### config.mk
export PLATFORM = sky130hd
export DESIGN_NAME = i2c_xfer_seq
export DESIGN_NICKNAME = d
export VERILOG_FILES = /design/src/rtl/i2c_xfer_seq.sv
export SDC_FILE = /design/constraint.sdc
export NUM_CORES = 1
export LEC_CHECK = 0
export CAP_MARGIN = 20
export CORE_ASPECT_RATIO = 0.9
export CORE_MARGIN = 2
export CORE_UTILIZATION = 55
export CTS_BUF_LIST = sky130_fd_sc_hd__clkbuf_8
export DETAILED_ROUTE_END_ITERATION = 8
export GPL_ROUTABILITY_DRIVEN = 0
export GPL_TIMING_DRIVEN = 1
export PLACE_DENSITY = 0.84
export SYNTH_ARGS = -nofsm -noshare
export SYNTH_HDL_FRONTEND = slang
export SYNTH_SLANG_ARGS = --single-unit
### constraint.sdc
create_clock -name clk_i -period 3.9 [get_ports clk_i]
set_clock_uncertainty 0.2 [all_clocks]
set_input_delay 1.17 -clock clk_i [delete_from_list [all_inputs] [get_ports clk_i]]
set_output_delay 1.17 -clock clk_i [all_outputs]
set_load 0.02 [all_outputs]
### src/rtl/i2c_xfer_seq.sv
// i2c_xfer_seq: autonomous transaction sequencer in front of the I2C master
// register block. Initialises PRE/CTRL, drains a command FIFO of byte-level
// operations, polls STATUS and pushes {al, rxack, rx} responses.
// Optional build macro: I2C_SEQ_ABORT_ON_AL_EN (flush queued commands after
// a response reporting arbitration loss).
module i2c_xfer_seq #(
   parameter int CMD_DEPTH = 8,
   parameter int RSP_DEPTH = 8,
   parameter int POLL_GAP  = 4
) (
   input  logic        clk_i,
   input  logic        rstn_i,
   input  logic        enable_i,
   input  logic [15:0] prescale_i,
   input  logic        cmd_valid_i,
   output logic        cmd_ready_o,
   input  logic [12:0] cmd_data_i,
   output logic        rsp_valid_o,
   input  logic        rsp_ready_i,
   output logic [9:0]  rsp_data_o,
   output logic        busy_o,
   output logic [7:0]  m_addr_o,
   output logic [31:0] m_wdata_o,
   output logic        m_write_o,
   output logic        m_chipsel_o,
   input  logic [31:0] m_rdata_i
);

   localparam int CA = $clog2(CMD_DEPTH);
   localparam int RA = $clog2(RSP_DEPTH);
   localparam logic [CA:0] C_ONE = {{CA{1'b0}}, 1'b1};
   localparam logic [RA:0] R_ONE = {{RA{1'b0}}, 1'b1};
   localparam int GAP_EFF = (POLL_GAP < 2) ? 2 : POLL_GAP;
   localparam logic [15:0] GAP_LAST = 16'(GAP_EFF - 1);

   localparam logic [7:0] ADDR_PRE    = 8'h00;
   localparam logic [7:0] ADDR_CTRL   = 8'h04;
   localparam logic [7:0] ADDR_RX     = 8'h08;
   localparam logic [7:0] ADDR_STATUS = 8'h0C;
   localparam logic [7:0] ADDR_TX     = 8'h10;
   localparam logic [7:0] ADDR_CMD    = 8'h14;

`ifdef I2C_SEQ_ABORT_ON_AL_EN
   localparam logic ABORT_ON_AL = 1'b1;
`else
   localparam logic ABORT_ON_AL = 1'b0;
`endif

   typedef enum logic [3:0] {
      ST_IDLE, ST_INIT_PRE, ST_INIT_CTRL, ST_READY, ST_DIS, ST_WR_TX, ST_WR_CMD,
      ST_POLL_WAIT, ST_POLL_RD, ST_POLL_CHK, ST_RD_RX, ST_RX_CAP, ST_CLR_IRQ, ST_PUSH
   } state_t;

   state_t      state_r;
   logic [4:0]  flags_r;       // {sta, sto, rd, wr, ack} of the active command
   logic        al_r;
   logic        rxack_r;
   logic [7:0]  rx_r;
   logic [15:0] poll_cnt_r;

   logic [12:0] cmd_mem_r [CMD_DEPTH];
   logic [CA:0] cmd_wr_ptr_r;
   logic [CA:0] cmd_rd_ptr_r;
   logic [9:0]  rsp_mem_r [RSP_DEPTH];
   logic [RA:0] rsp_wr_ptr_r;
   logic [RA:0] rsp_rd_ptr_r;

   logic        cmd_empty_s;
   logic        cmd_full_s;
   logic        cmd_push_s;
   logic        cmd_pop_s;
   logic        cmd_flush_s;
   logic [12:0] cmd_head_s;
   logic        rsp_empty_s;
   logic        rsp_full_s;
   logic        rsp_push_s;
   logic        rsp_pop_s;
   logic        rdata_unused_s;

   assign cmd_empty_s = (cmd_wr_ptr_r == cmd_rd_ptr_r);
   assign cmd_full_s  = (cmd_wr_ptr_r[CA] != cmd_rd_ptr_r[CA]) &&
                        (cmd_wr_ptr_r[CA-1:0] == cmd_rd_ptr_r[CA-1:0]);
   assign cmd_ready_o = ~rstn_i & ~cmd_full_s;
   assign cmd_head_s  = cmd_mem_r[cmd_rd_ptr_r[CA-1:0]];
   assign cmd_pop_s   = (state_r == ST_READY) & enable_i & ~cmd_empty_s;
   assign cmd_push_s  = cmd_valid_i & cmd_ready_o & ~cmd_flush_s;

   assign rsp_empty_s = (rsp_wr_ptr_r == rsp_rd_ptr_r);
   assign rsp_full_s  = (rsp_wr_ptr_r[RA] != rsp_rd_ptr_r[RA]) &&
                        (rsp_wr_ptr_r[RA-1:0] == rsp_rd_ptr_r[RA-1:0]);
   assign rsp_valid_o = ~rsp_empty_s;
   assign rsp_data_o  = rsp_empty_s ? 10'h000 : rsp_mem_r[rsp_rd_ptr_r[RA-1:0]];
   assign rsp_pop_s   = rsp_valid_o & rsp_ready_i;
   // A full FIFO still accepts a push when its head leaves in the same cycle
   assign rsp_push_s  = (state_r == ST_PUSH) & (~rsp_full_s | rsp_pop_s);
   assign cmd_flush_s = rsp_push_s & al_r & ABORT_ON_AL;

   assign busy_o = (state_r != ST_IDLE) && (state_r != ST_READY);
   assign rdata_unused_s = ^m_rdata_i[31:8];

   // Command FIFO storage
   always_ff @(posedge clk_i) begin
      if (cmd_push_s) begin
         cmd_mem_r[cmd_wr_ptr_r[CA-1:0]] <= cmd_data_i;
      end
   end

   // Command FIFO pointers; a flush drops everything including this cycle's push
   always_ff @(posedge clk_i or posedge rstn_i) begin
      if (rstn_i) begin
         cmd_wr_ptr_r <= '0;
         cmd_rd_ptr_r <= '0;
      end else if (cmd_flush_s) begin
         cmd_rd_ptr_r <= cmd_wr_ptr_r;
      end else begin
         if (cmd_push_s) cmd_wr_ptr_r <= cmd_wr_ptr_r + C_ONE;
         if (cmd_pop_s)  cmd_rd_ptr_r <= cmd_rd_ptr_r + C_ONE;
      end
   end

   // Response FIFO storage
   always_ff @(posedge clk_i) begin
      if (rsp_push_s) begin
         rsp_mem_r[rsp_wr_ptr_r[RA-1:0]] <= {al_r, rxack_r, rx_r};
      end
   end

   // Response FIFO pointers
   always_ff @(posedge clk_i or posedge rstn_i) begin
      if (rstn_i) begin
         rsp_wr_ptr_r <= '0;
         rsp_rd_ptr_r <= '0;
      end else begin
         if (rsp_push_s) rsp_wr_ptr_r <= rsp_wr_ptr_r + R_ONE;
         if (rsp_pop_s)  rsp_rd_ptr_r <= rsp_rd_ptr_r + R_ONE;
      end
   end

   // Sequencer FSM; bus strobes are registered so they coincide with the access state
   always_ff @(posedge clk_i or posedge rstn_i) begin
      if (rstn_i) begin
         state_r     <= ST_IDLE;
         flags_r     <= 5'b00000;
         al_r        <= 1'b0;
         rxack_r     <= 1'b0;
         rx_r        <= 8'h00;
         poll_cnt_r  <= 16'h0000;
         m_addr_o    <= 8'h00;
         m_wdata_o   <= 32'h0000_0000;
         m_write_o   <= 1'b0;
         m_chipsel_o <= 1'b0;
      end else begin
         m_addr_o    <= 8'h00;
         m_wdata_o   <= 32'h0000_0000;
         m_write_o   <= 1'b0;
         m_chipsel_o <= 1'b0;
         case (state_r)
            ST_IDLE: begin
               if (enable_i) begin
                  state_r     <= ST_INIT_PRE;
                  m_chipsel_o <= 1'b1;
                  m_write_o   <= 1'b1;
                  m_addr_o    <= ADDR_PRE;
                  m_wdata_o   <= {16'h0000, prescale_i};
               end else begin
                  state_r <= ST_IDLE;
               end
            end
            ST_INIT_PRE: begin
               state_r     <= ST_INIT_CTRL;
               m_chipsel_o <= 1'b1;
               m_write_o   <= 1'b1;
               m_addr_o    <= ADDR_CTRL;
               m_wdata_o   <= 32'h0000_0080;
            end
            ST_INIT_CTRL: state_r <= ST_READY;
            ST_READY: begin
               if (!enable_i) begin
                  state_r     <= ST_DIS;
                  m_chipsel_o <= 1'b1;
                  m_write_o   <= 1'b1;
                  m_addr_o    <= ADDR_CTRL;
               end else if (!cmd_empty_s) begin
                  flags_r <= cmd_head_s[12:8];
                  al_r    <= 1'b0;
                  rxack_r <= 1'b0;
                  rx_r    <= 8'h00;
                  if (cmd_head_s[12:9] == 4'b0000) begin
                     state_r <= ST_PUSH;
                  end else begin
                     state_r     <= ST_WR_TX;
                     m_chipsel_o <= 1'b1;
                     m_write_o   <= 1'b1;
                     m_addr_o    <= ADDR_TX;
                     m_wdata_o   <= {24'h000000, cmd_head_s[7:0]};
                  end
               end else begin
                  state_r <= ST_READY;
               end
            end
            ST_DIS: state_r <= ST_IDLE;
            ST_WR_TX: begin
               state_r     <= ST_WR_CMD;
               m_chipsel_o <= 1'b1;
               m_write_o   <= 1'b1;
               m_addr_o    <= ADDR_CMD;
               m_wdata_o   <= {24'h000000, flags_r, 3'b000};
            end
            ST_WR_CMD: begin
               state_r    <= ST_POLL_WAIT;
               poll_cnt_r <= 16'h0000;
            end
            ST_POLL_WAIT: begin
               if (poll_cnt_r == GAP_LAST) begin
                  state_r     <= ST_POLL_RD;
                  m_chipsel_o <= 1'b1;
                  m_addr_o    <= ADDR_STATUS;
               end else begin
                  poll_cnt_r <= poll_cnt_r + 16'd1;
               end
            end
            ST_POLL_RD: state_r <= ST_POLL_CHK;
            ST_POLL_CHK: begin
               if (m_rdata_i[0] && !m_rdata_i[1]) begin
                  rxack_r <= m_rdata_i[7];
                  al_r    <= m_rdata_i[5];
                  if (flags_r[2]) begin
                     state_r     <= ST_RD_RX;
                     m_chipsel_o <= 1'b1;
                     m_addr_o    <= ADDR_RX;
                  end else begin
                     state_r     <= ST_CLR_IRQ;
                     m_chipsel_o <= 1'b1;
                     m_write_o   <= 1'b1;
                     m_addr_o    <= ADDR_CMD;
                     m_wdata_o   <= 32'h0000_0001;
                  end
               end else begin
                  state_r    <= ST_POLL_WAIT;
                  poll_cnt_r <= 16'h0000;
               end
            end
            ST_RD_RX: state_r <= ST_RX_CAP;
            ST_RX_CAP: begin
               rx_r        <= m_rdata_i[7:0];
               state_r     <= ST_CLR_IRQ;
               m_chipsel_o <= 1'b1;
               m_write_o   <= 1'b1;
               m_addr_o    <= ADDR_CMD;
               m_wdata_o   <= 32'h0000_0001;
            end
            ST_CLR_IRQ: state_r <= ST_PUSH;
            ST_PUSH: begin
               if (rsp_push_s) begin
                  state_r <= ST_READY;
               end else begin
                  state_r <= ST_PUSH;
               end
            end
            default: state_r <= ST_IDLE;
         endcase
      end
   end

endmodule

==> summary.txt <==
Setup path
  • Crit path launch type: flip-flop
  • Crit-path cells: buf_12, mux4_2, mux2i_1, nor2_1, clkdlybuf4s50_1
  • Worst path top cell family by delay: buffers and inverters
  • Crit Path Max Fanout: 24
  • CP max-delay cell: clkdlybuf4s50_1
  • Critical path class: flip-flop to primary output
  • WP data arrival: 2.41 ns
  • RR Startpoint: cmd_rd_ptr_r[0]$_DFFE_PP0P_
  • Crit path buf inv count: 2
  • R2R setup slack: 0.85 ns
  • CP required: about 2.5 ns
  • Endpoint class of the critical path: primary output
  • Worst path max stage delay: 0.54 ns
  • Capturing point of the worst reg2reg path: m_write_o$_DFF_PP0_
  • R2R depth: 6

Routing
  • Max Used Layer: met4
  • WL final: 21.2 mm
  • Routed vias: 6,147
  • Met1 WL: 8.25 mm
  • Met2 WL post-DR: 10.9 mm
  • Vias/cell: 5.71
  • Detail Route met3 WL: between 1.5 and 2 mm
  • DRC errors left: 0
  • DR iter-0 viols: 575
  • TritonRoute pass-1 iters: 5
  • Post-DRT Antenna Nets: 0
  • WL per Instance: approximately 20 um

Yosys
  • Post-Synth Adder-Cell Area: less than 1%
  • FF+latch count, synth: 256
  • Yosys warning total: 0
  • Syn Inst Count: between 600 and 700
  • Post-Synth XOR/XNOR Area: 2.22%
  • Mean Syn Cell Area: 15.6 um^2
  • Post-synthesis simple-gate area fraction: a little under a tenth
  • Number of synthesized flops with an enable pin: ~180
  • Compound-Gate Fraction of Synth Area: 4.08%
  • Main combinational cell family by area after synthesis: multiplexers
  • Async SR Flop Fraction: 28.1%
  • Post-synthesis cell type count: 52
  • Mux cell area share after synthesis: 12.2%
  • Post-synthesis sequential area ratio: between 60% and 70%
  • Most used DFF post-synth: edfxtp_1
  • Synth Cell Area: 0.0106 mm^2

Finish
  • Most common cell after layout, fill and taps aside: edfxtp_1
  • Fillcell total: 1,273
  • Share of layout cells above drive strength 1: 17.1%
  • ANT cells: 0
  • Nets: roughly 870
  • Design area: 0.0125 mm^2
  • Commonest cells after routing, fill and taps aside: edfxtp_1, dfrtp_1, clkdlybuf4s50_1, nand2_1, mux4_2
  • Layout area overhead: 17.3%

STA
  • Tightest Pin Transition: 0.778 ns
  • Fmax: between 0.2 and 0.3 GHz
  • RSZ-0062 raised after global routing: no
  • Min cycle time layout: ~3.8 ns
  • Post-route clock period utilization: between 90% and 100%
  • Hold slack: 0.302 ns
  • Count of final hold-check violations: 0
  • Setup-failing EPs final: 0
  • Headroom to the max-slew limit: 47.9%
  • Max Transition Viols Final: 0

Min path
  • Hold path start: cmd_wr_ptr_r[3]$_DFFE_PP0P_
  • Hold Path End: cmd_wr_ptr_r[3]$_DFFE_PP0P_
  • Worst hold path class: flip-flop to flip-flop
  • Hold Path Depth: 1

Placement
  • Port Buffers: 75
  • Hpwl dp: 13.7 mm
  • Placed inst area: 0.0117 mm^2

Run status
  • Run status: completed

CTS
  • Clock Pin Slew Worst Setup and Hold Paths: 0.06 ns
  • Worst-Skew Late Latency: about 0.54 ns
  • CTS Buf Count: 40
  • CTS tree: done
  • CTS hold repair buffers: 0
  • CTS Buffer Depth: 3
  • CTS H-tree depth: 2
  • Root Driver: clkbuf_8
  • Sink Count: 256

Die
  • Die width: 151 um
  • Chip Height: 136 um
  • Full die area: 0.0205 mm^2
  • Core area: 0.0190 mm^2
  • Initial Util: 55.8%
  • IO Pins: 121
  • Std-Cell Rows: 48

GRT
  • Number of global-route vias before repair: about 6,200
  • Grt total ovfl: 0
  • Total GRT Usage: between 20% and 30%
  • Global-route wire length before repair: 33.1 mm
  • Pin count of the biggest net entering global routing: 34
  • Initial antenna violation count: 0

Power
  • Lkg Pwr: 4.64 nW
  • Cell Pwr Density: 667 mW/mm^2
  • Max VDD drop: around 0.00036 V

Flow run
  • MaxCap Viol Count: 0
sequential cells by signal, indices dropped and copies added, names as in the netlist:
| register | flops |
|---|---|
| poll_cnt_r | 16 |
| m_chipsel_o | 1 |
| m_wdata_o | 16 |
| cmd_rd_ptr_r | 4 |
| rsp_rd_ptr_r | 4 |
| cmd_mem_r | 104 |
| cmd_wr_ptr_r | 4 |
| rsp_wr_ptr_r | 4 |
| flags_r | 5 |
| state_r | 4 |
| al_r | 1 |
| rxack_r | 1 |
| m_write_o | 1 |
| m_addr_o | 3 |
| rsp_mem_r | 80 |
| rx_r | 8 |
worst max-delay path by stage:
stage | cells after the start | from | to
after global placement | 3 | rstn_i | cmd_ready_o
after global routing | 5 | rsp_rd_ptr_r[0]$_DFFE_PP0P_ | rsp_data_o[7]
after floorplan | 4 | rstn_i | cmd_mem_r[0][0]$_DFFE_PP_
final | 5 | rsp_rd_ptr_r[0]$_DFFE_PP0P_ | rsp_data_o[2]
after CTS | 6 | rsp_rd_ptr_r[0]$_DFFE_PP0P_ | rsp_data_o[5]
after detailed placement | 3 | rstn_i | cmd_ready_o
worst reg2reg max path, delay by kind of cell (launching register included):
family | cells | cell delay (ns)
mux | 2 | 0.90
simple gates | 1 | 0.56
buf+inv | 1 | 0.46
compound gates | 2 | 0.45
flops | 1 | 0.37
metal layers:
| layer | GRT usage (%) | up-vias |
|---|---|---|
| met2 | 35.7 | 287 |
| met5 | 0 | - |
| met4 | 6.71 | 0 |
| met1 | 28.8 | 3029 |
| li1 | - | 2784 |
| met3 | 3.79 | 47 |
power by group:
| part | leakage (nW) | internal [mW] | switching (mW) |
|---|---|---|---|
| combinational | 1.58 | 1.26 | 1.44 |
| clock | 0.437 | 1.04 | 0.984 |
| sequential | 2.62 | 3.30 | 0.301 |
cell usage after synthesis (all sizes together), types with 2 or more instances:
cell / number / area, um^2
nor2b: 5 / 31.3
nor4: 3 / 18.8
and4: 3 / 26.3
xor2: 11 / 96.3
dfrtp: 72 / 1800
nand4b: 2 / 17.5
o31a: 2 / 17.5
o22ai: 3 / 18.8
o211ai: 4 / 30.0
and3: 4 / 25.0
nand4: 7 / 43.8
nand2: 64 / 240
o31ai: 2 / 15.0
nor4b: 5 / 43.8
ha: 5 / 62.6
xnor2: 16 / 140
nand3: 8 / 40.0
buf: 30 / 200
mux4: 46 / 1040
o21ai: 32 / 160
or4: 3 / 26.3
or3: 7 / 43.8
mux2i: 19 / 190
nand2b: 8 / 50.1
and2: 14 / 87.6
nor3b: 5 / 37.5
edfxtp: 184 / 5530
nor2: 44 / 165
a21oi: 13 / 65.1
mux2: 6 / 67.6
inv: 6 / 22.5
a22oi: 4 / 30.0
nor3: 9 / 45.0
clkbuf: 24 / 90.1
cell type report:
cell class              instances  area [um^2]  share of cell area [%]
clock buffers                  44          606                    4.86
clock inverters                28          120                   0.963
inverters                       6         22.5                   0.181
multi-input cells             387         3080                    24.7
flip-flops and latches        256         7330                    58.8
well taps                     250          313                    2.51
repair buffers                105          997                    8.00
logic make-up after synthesis:
logic type	count (synthesis)
AO/OA/AOI/OAI	70
flip-flops	256
XOR/XNOR	27
adder cells (fa/ha/maj)	5
multiplexers	71
buffers and inverters	60
AND/OR/NAND/NOR	193
other	1
stage by stage:
step	setup slack (ns)	cells	setup TNS [ns]	utilization (%)	power, mW
2_1_floorplan	0.318	703	0	-	5.45
3_3_place_gp	-0.00568	1004	-0.00568	61.6	6.24
3_5_place_dp	-0.0417	1004	-0.0417	61.6	6.35
4_1_cts	0.00817	1076	0	65.4	8.36
5_1_grt	0.00364	1076	0	65.5	8.71
6_report	0.122	1076	0	65.5	8.32
repair_timing:
action / 4_1_cts / 5_1_grt
endpoints found under the setup margin: 3 / 6
resized for setup: 3 / 8
cloned: 0 / 0
buffers inserted: 0 / 0
Power figures use the tool's default switching activity.
==> edit 1: new RTL, config.mk and constraints unchanged <==
The option `I2C_SEQ_ABORT_ON_AL_EN` is turned on by a define.
--- a/src/rtl/i2c_xfer_seq.sv
+++ b/src/rtl/i2c_xfer_seq.sv
@@ -4,4 +4,6 @@
 // Optional build macro: I2C_SEQ_ABORT_ON_AL_EN (flush queued commands after
 // a response reporting arbitration loss).
+`define I2C_SEQ_ABORT_ON_AL_EN
+
 module i2c_xfer_seq #(
    parameter int CMD_DEPTH = 8,
Behaviour: same outputs for any inputs over 4 cycles, from zero or initial values and one cycle with rstn_i high; that may be too few to reach the edited logic, so the function may still have changed.
==> edit 1 against the original RTL <==
Total power grew 4.8%; wire length rose by 2.4%; sequential cell count unchanged; core utilization increased by 0.69 points; design area rose by 1.4%; fmax shrank 1.4%; hold slack got worse by 0.010 ns; synthesized area up 0.45%; worst setup slack got worse by 0.052 ns; critical path type unchanged; critical endpoint is now rsp_data_o[5].
==> edit 1: results <==
set metrics [dict create \
    synthTopCellsByCount "edfxtp_1, dfrtp_1, mux4_2" \
    numCtsBuffers 41 \
    min_from "rsp_wr_ptr_r[3]" \
    worst_slack_ns 0.0700 \
    ys_seq_area_share_pct 68.6 \
    vias 6242 \
    yosysUniqueCellTypes 60 \
    outcome "finished clean" \
    first_pass_iters 6 \
    place.detailed.hpwl_um 14400 \
    holdPathEnd "rsp_wr_ptr_r[3]" \
    grt_pass1_wl_um 33700 \
    max_stage_delay_ns 0.62 \
    synth.area.top_cells "edfxtp_1, dfrtp_1, mux4_2" \
    grt_use_total_pct 21.8 \
    crit_arrival_ns 2.46 \
    ctsResizeCount 0 \
    r2r_end "m_chipsel_o" \
    vias_per_cell 5.83 \
    grt_max_degree 73 \
    power.leakage_nw 4.66 \
    syn_area_per_cell_um2 15.7 \
    dp.cells 996 \
    grt_pass1_vias 6426 \
    cp_max_fo 12 \
]
edit 1: cells by family after synthesis:
kind of cell / count (synthesis) / share of synthesized area [%]
DFF: 256 / 68.6
AOI/OAI and AO/OA: 72 / 4.35
and+or+nand+nor: 173 / 8.32
xor gates and xnor gates: 28 / 2.30
adders and majority gates: 5 / 0.586
muxes: 75 / 12.5
other: 1 / 0.0351
buffers and inverters: 69 / 3.26
edit 1: power by group:
group | switching (mW) | internal, mW | total (mW)
clock network | 1.02 | 1.23 | 2.25
registers | 0.365 | 3.32 | 3.68
logic | 1.47 | 1.31 | 2.78
edit 1: layout make-up:
class / instances / area, um^2 / share of cell area [%]
Clock buffer: 43 / 592 / 4.68
Inverter: 12 / 48.8 / 0.386
Tap cell: 250 / 313 / 2.48
Timing Repair Buffer: 104 / 988 / 7.82
Clock inverter: 32 / 231 / 1.83
Sequential cell: 256 / 7330 / 58.0
Multi-Input combinational cell: 374 / 3140 / 24.8
edit 1: worst register-to-register path, delay by kind of cell (launching register included):
family                 cells  cell delay [ns]
flip-flops                 1             0.37
buffers and inverters      1             0.30
multiplexers               2             0.86
AO/OA/AOI/OAI              1             0.45
AND/OR/NAND/NOR            2             0.71
edit 1: routing by layer:
| metal | vias to the layer above | GRT usage (%) | routed length [um] |
|---|---|---|---|
| li1 | 2780 | - | - |
| met3 | 52 | 4.63 | 1270 |
| met5 | - | 0 | 0 |
| met1 | 3160 | 25.6 | 8170 |
| met2 | 250 | 39.7 | 11800 |
| met4 | 0 | 8.05 | 544 |
edit 1: per-stage QoR:
step	utilization (%)	hold slack [ns]	total power, mW	cell area (um^2)
floorplan	-	0.251	5.58	10800
global placement	61.8	0.280	6.37	11800
detailed placement	61.8	0.284	6.52	11800
CTS	66.1	0.294	8.78	12600
global route	66.2	0.318	9.13	12600
finish	66.2	0.292	8.72	12600
==> edit 2: new RTL, same flow settings <==
Made on the original files. Make the reset (`rstn_i`) synchronous in 3 clocked blocks.
--- a/src/rtl/i2c_xfer_seq.sv
+++ b/src/rtl/i2c_xfer_seq.sv
@@ -107,5 +107,5 @@
 
    // Command FIFO pointers; a flush drops everything including this cycle's push
-   always_ff @(posedge clk_i or posedge rstn_i) begin
+   always_ff @(posedge clk_i) begin
       if (rstn_i) begin
          cmd_wr_ptr_r <= '0;
@@ -127,5 +127,5 @@
 
    // Response FIFO pointers
-   always_ff @(posedge clk_i or posedge rstn_i) begin
+   always_ff @(posedge clk_i) begin
       if (rstn_i) begin
          rsp_wr_ptr_r <= '0;
@@ -138,5 +138,5 @@
 
    // Sequencer FSM; bus strobes are registered so they coincide with the access state
-   always_ff @(posedge clk_i or posedge rstn_i) begin
+   always_ff @(posedge clk_i) begin
       if (rstn_i) begin
          state_r     <= ST_IDLE;
Behaviour: differs if rstn_i is asserted again (counterexample within 4 cycles, from zero or initial values and one cycle with rstn_i high); with rstn_i held inactive, the same outputs for 4 cycles.
==> edit 2 against the original RTL <==
Sequential share of layout area shrank 2.1 points; worst setup slack lost 0.026 ns; non-clock buffer count is the same; sequential cell count grew 6; core utilization is essentially flat; global-route usage grew 1.5 points; wire length grew 7.1%; synthesized area grew 0.27%; hold slack lost 0.0077 ns; design area grew 0.39%; highest routed layer unchanged.
Power is not compared: it rests on default switching activity, and its combinational part moved more than twofold at a synthesized area within 25%.
==> edit 2: results <==
set metrics [dict create \
    clock_latency_ns 0.53 \
    place_ws_ns -0.0762 \
    synth_edf_count 184 \
    worstHoldPathCells 2 \
    synthXorXnorAreaFrac_pct 2.55 \
    synthArstFlopShare_pct 0 \
    place_area_mm2 0.0118 \
    grt_pass1_vias 6568 \
    vias_per_cell 5.82 \
    numCtsBuffers 41 \
    synth.area.top_cells "edfxtp_1, dfxtp_1, mux4_2" \
    syn_area_per_cell_um2 14.8 \
    synth_warnings 0 \
    synth_ff_type "edfxtp_1" \
    wl_per_cell_um 20.4 \
    wl_um 22700 \
    dp.cells 1037 \
    yosysUniqueCellTypes 60 \
    clk_pin_slew_ns 0.06 \
    synthTopCellsByCount "edfxtp_1, dfxtp_1, nor2_1" \
    ys_seq_area_share_pct 66.5 \
    drtIter0Drc 512 \
    nNetsFinal 901 \
    place.detailed.hpwl_um 14800 \
    synth_fa_ha_area_share_pct 0.587 \
    grt_use_total_pct 22.8 \
    layout-drive-gt1-share_pct 17.2 \
    outcome "finished clean" \
    synth-compound-area-share_pct 5.89 \
    io_buffers 75 \
    cp_max_fo 20 \
    fillCellCount 1311 \
    power.leakage_nw 4.27 \
    grt_pass1_wl_um 35400 \
    root_buffer "clkbuf_8" \
    multiInputGateArea_mm2 0.00332 \
    num_antenna_cells 0 \
    grt_max_degree 41 \
    htreeDepth 2 \
    first_pass_iters 7 \
    crit_arrival_ns 2.43 \
    synthMuxAreaShare_pct 12.3 \
    peakVddDrop_mv 0.358 \
    tightest_slew_ns 0.923 \
    timing.hold.worst.class "reg -> reg" \
]
==> edit 2: changes by cell type after synthesis, sizes merged, moves of 7 or more <==
cell,change
dfxtp,+78
dfrtp,-72
nand2,-27
o21ai,-21
nor2,+16
nand3,+15
a21oi,+13
and2,-11
and3,+10
a211oi,+7
mux2i,+7
==> edit 2: cell type report <==
class / instances / area share (%)
Multi-Input combinational cell: 409 / 26.6
Clock buffer: 46 / 5.06
Timing Repair Buffer: 105 / 7.91
Clock inverter: 29 / 0.990
Inverter: 11 / 0.330
Tap cell: 250 / 2.50
Sequential cell: 262 / 56.7
==> edit 2: power breakdown <==
part | switching, mW | internal, mW | leakage, nW
sequential | 0.0253 | 3.00 | 2.40
clock | 1.00 | 1.09 | 0.450
combinational | 0.181 | 0.133 | 1.41
total | 1.21 | 4.21 | 4.27
==> edit 2: what timing repair did <==
| action | in CTS | in global routing |
|---|---|---|
| hold buffers | 0 | 0 |
| gates resized for setup | 2 | 3 |
| cloned | 0 | 0 |
| setup endpoints to repair | 11 | 10 |
==> edit 2: cell families after synthesis <==
family	after synthesis
AO/OA/AOI/OAI	91
XOR/XNOR	31
adder cells (fa/ha/maj)	5
buffers and inverters	68
flip-flops	262
multiplexers	73
other	1
AND/OR/NAND/NOR	188
==> edit 2: path summary, 6_finish.rpt <==
path	from	endpoint	slack (ns)
worst max register to register	state_r[3]	rsp_mem_r[6][0]	0.83
worst min register to register	cmd_wr_ptr_r[3]	cmd_wr_ptr_r[3]	0.29
worst min-delay path	cmd_wr_ptr_r[3]	cmd_wr_ptr_r[3]	0.29
worst max-delay path	flip-flop	rsp_data_o[8]	0.1
==> edit 2: routing by layer <==
metal	wire length, um	global-route usage (%)	part of all wire (%)
met2	11800	40.2	52
met5	0	0	0
met1	8920	28.8	39
met3	1470	3.76	6.5
met4	536	7.89	2.4
==> edit 2: critical path, stage by stage, from the launching register on <==
cell and delay (ns):
dfxtp_1 0.36, buf_12 0.21, mux4_2 0.52, mux2i_1 0.21
nor2_1 0.06, clkdlybuf4s50_1 0.54
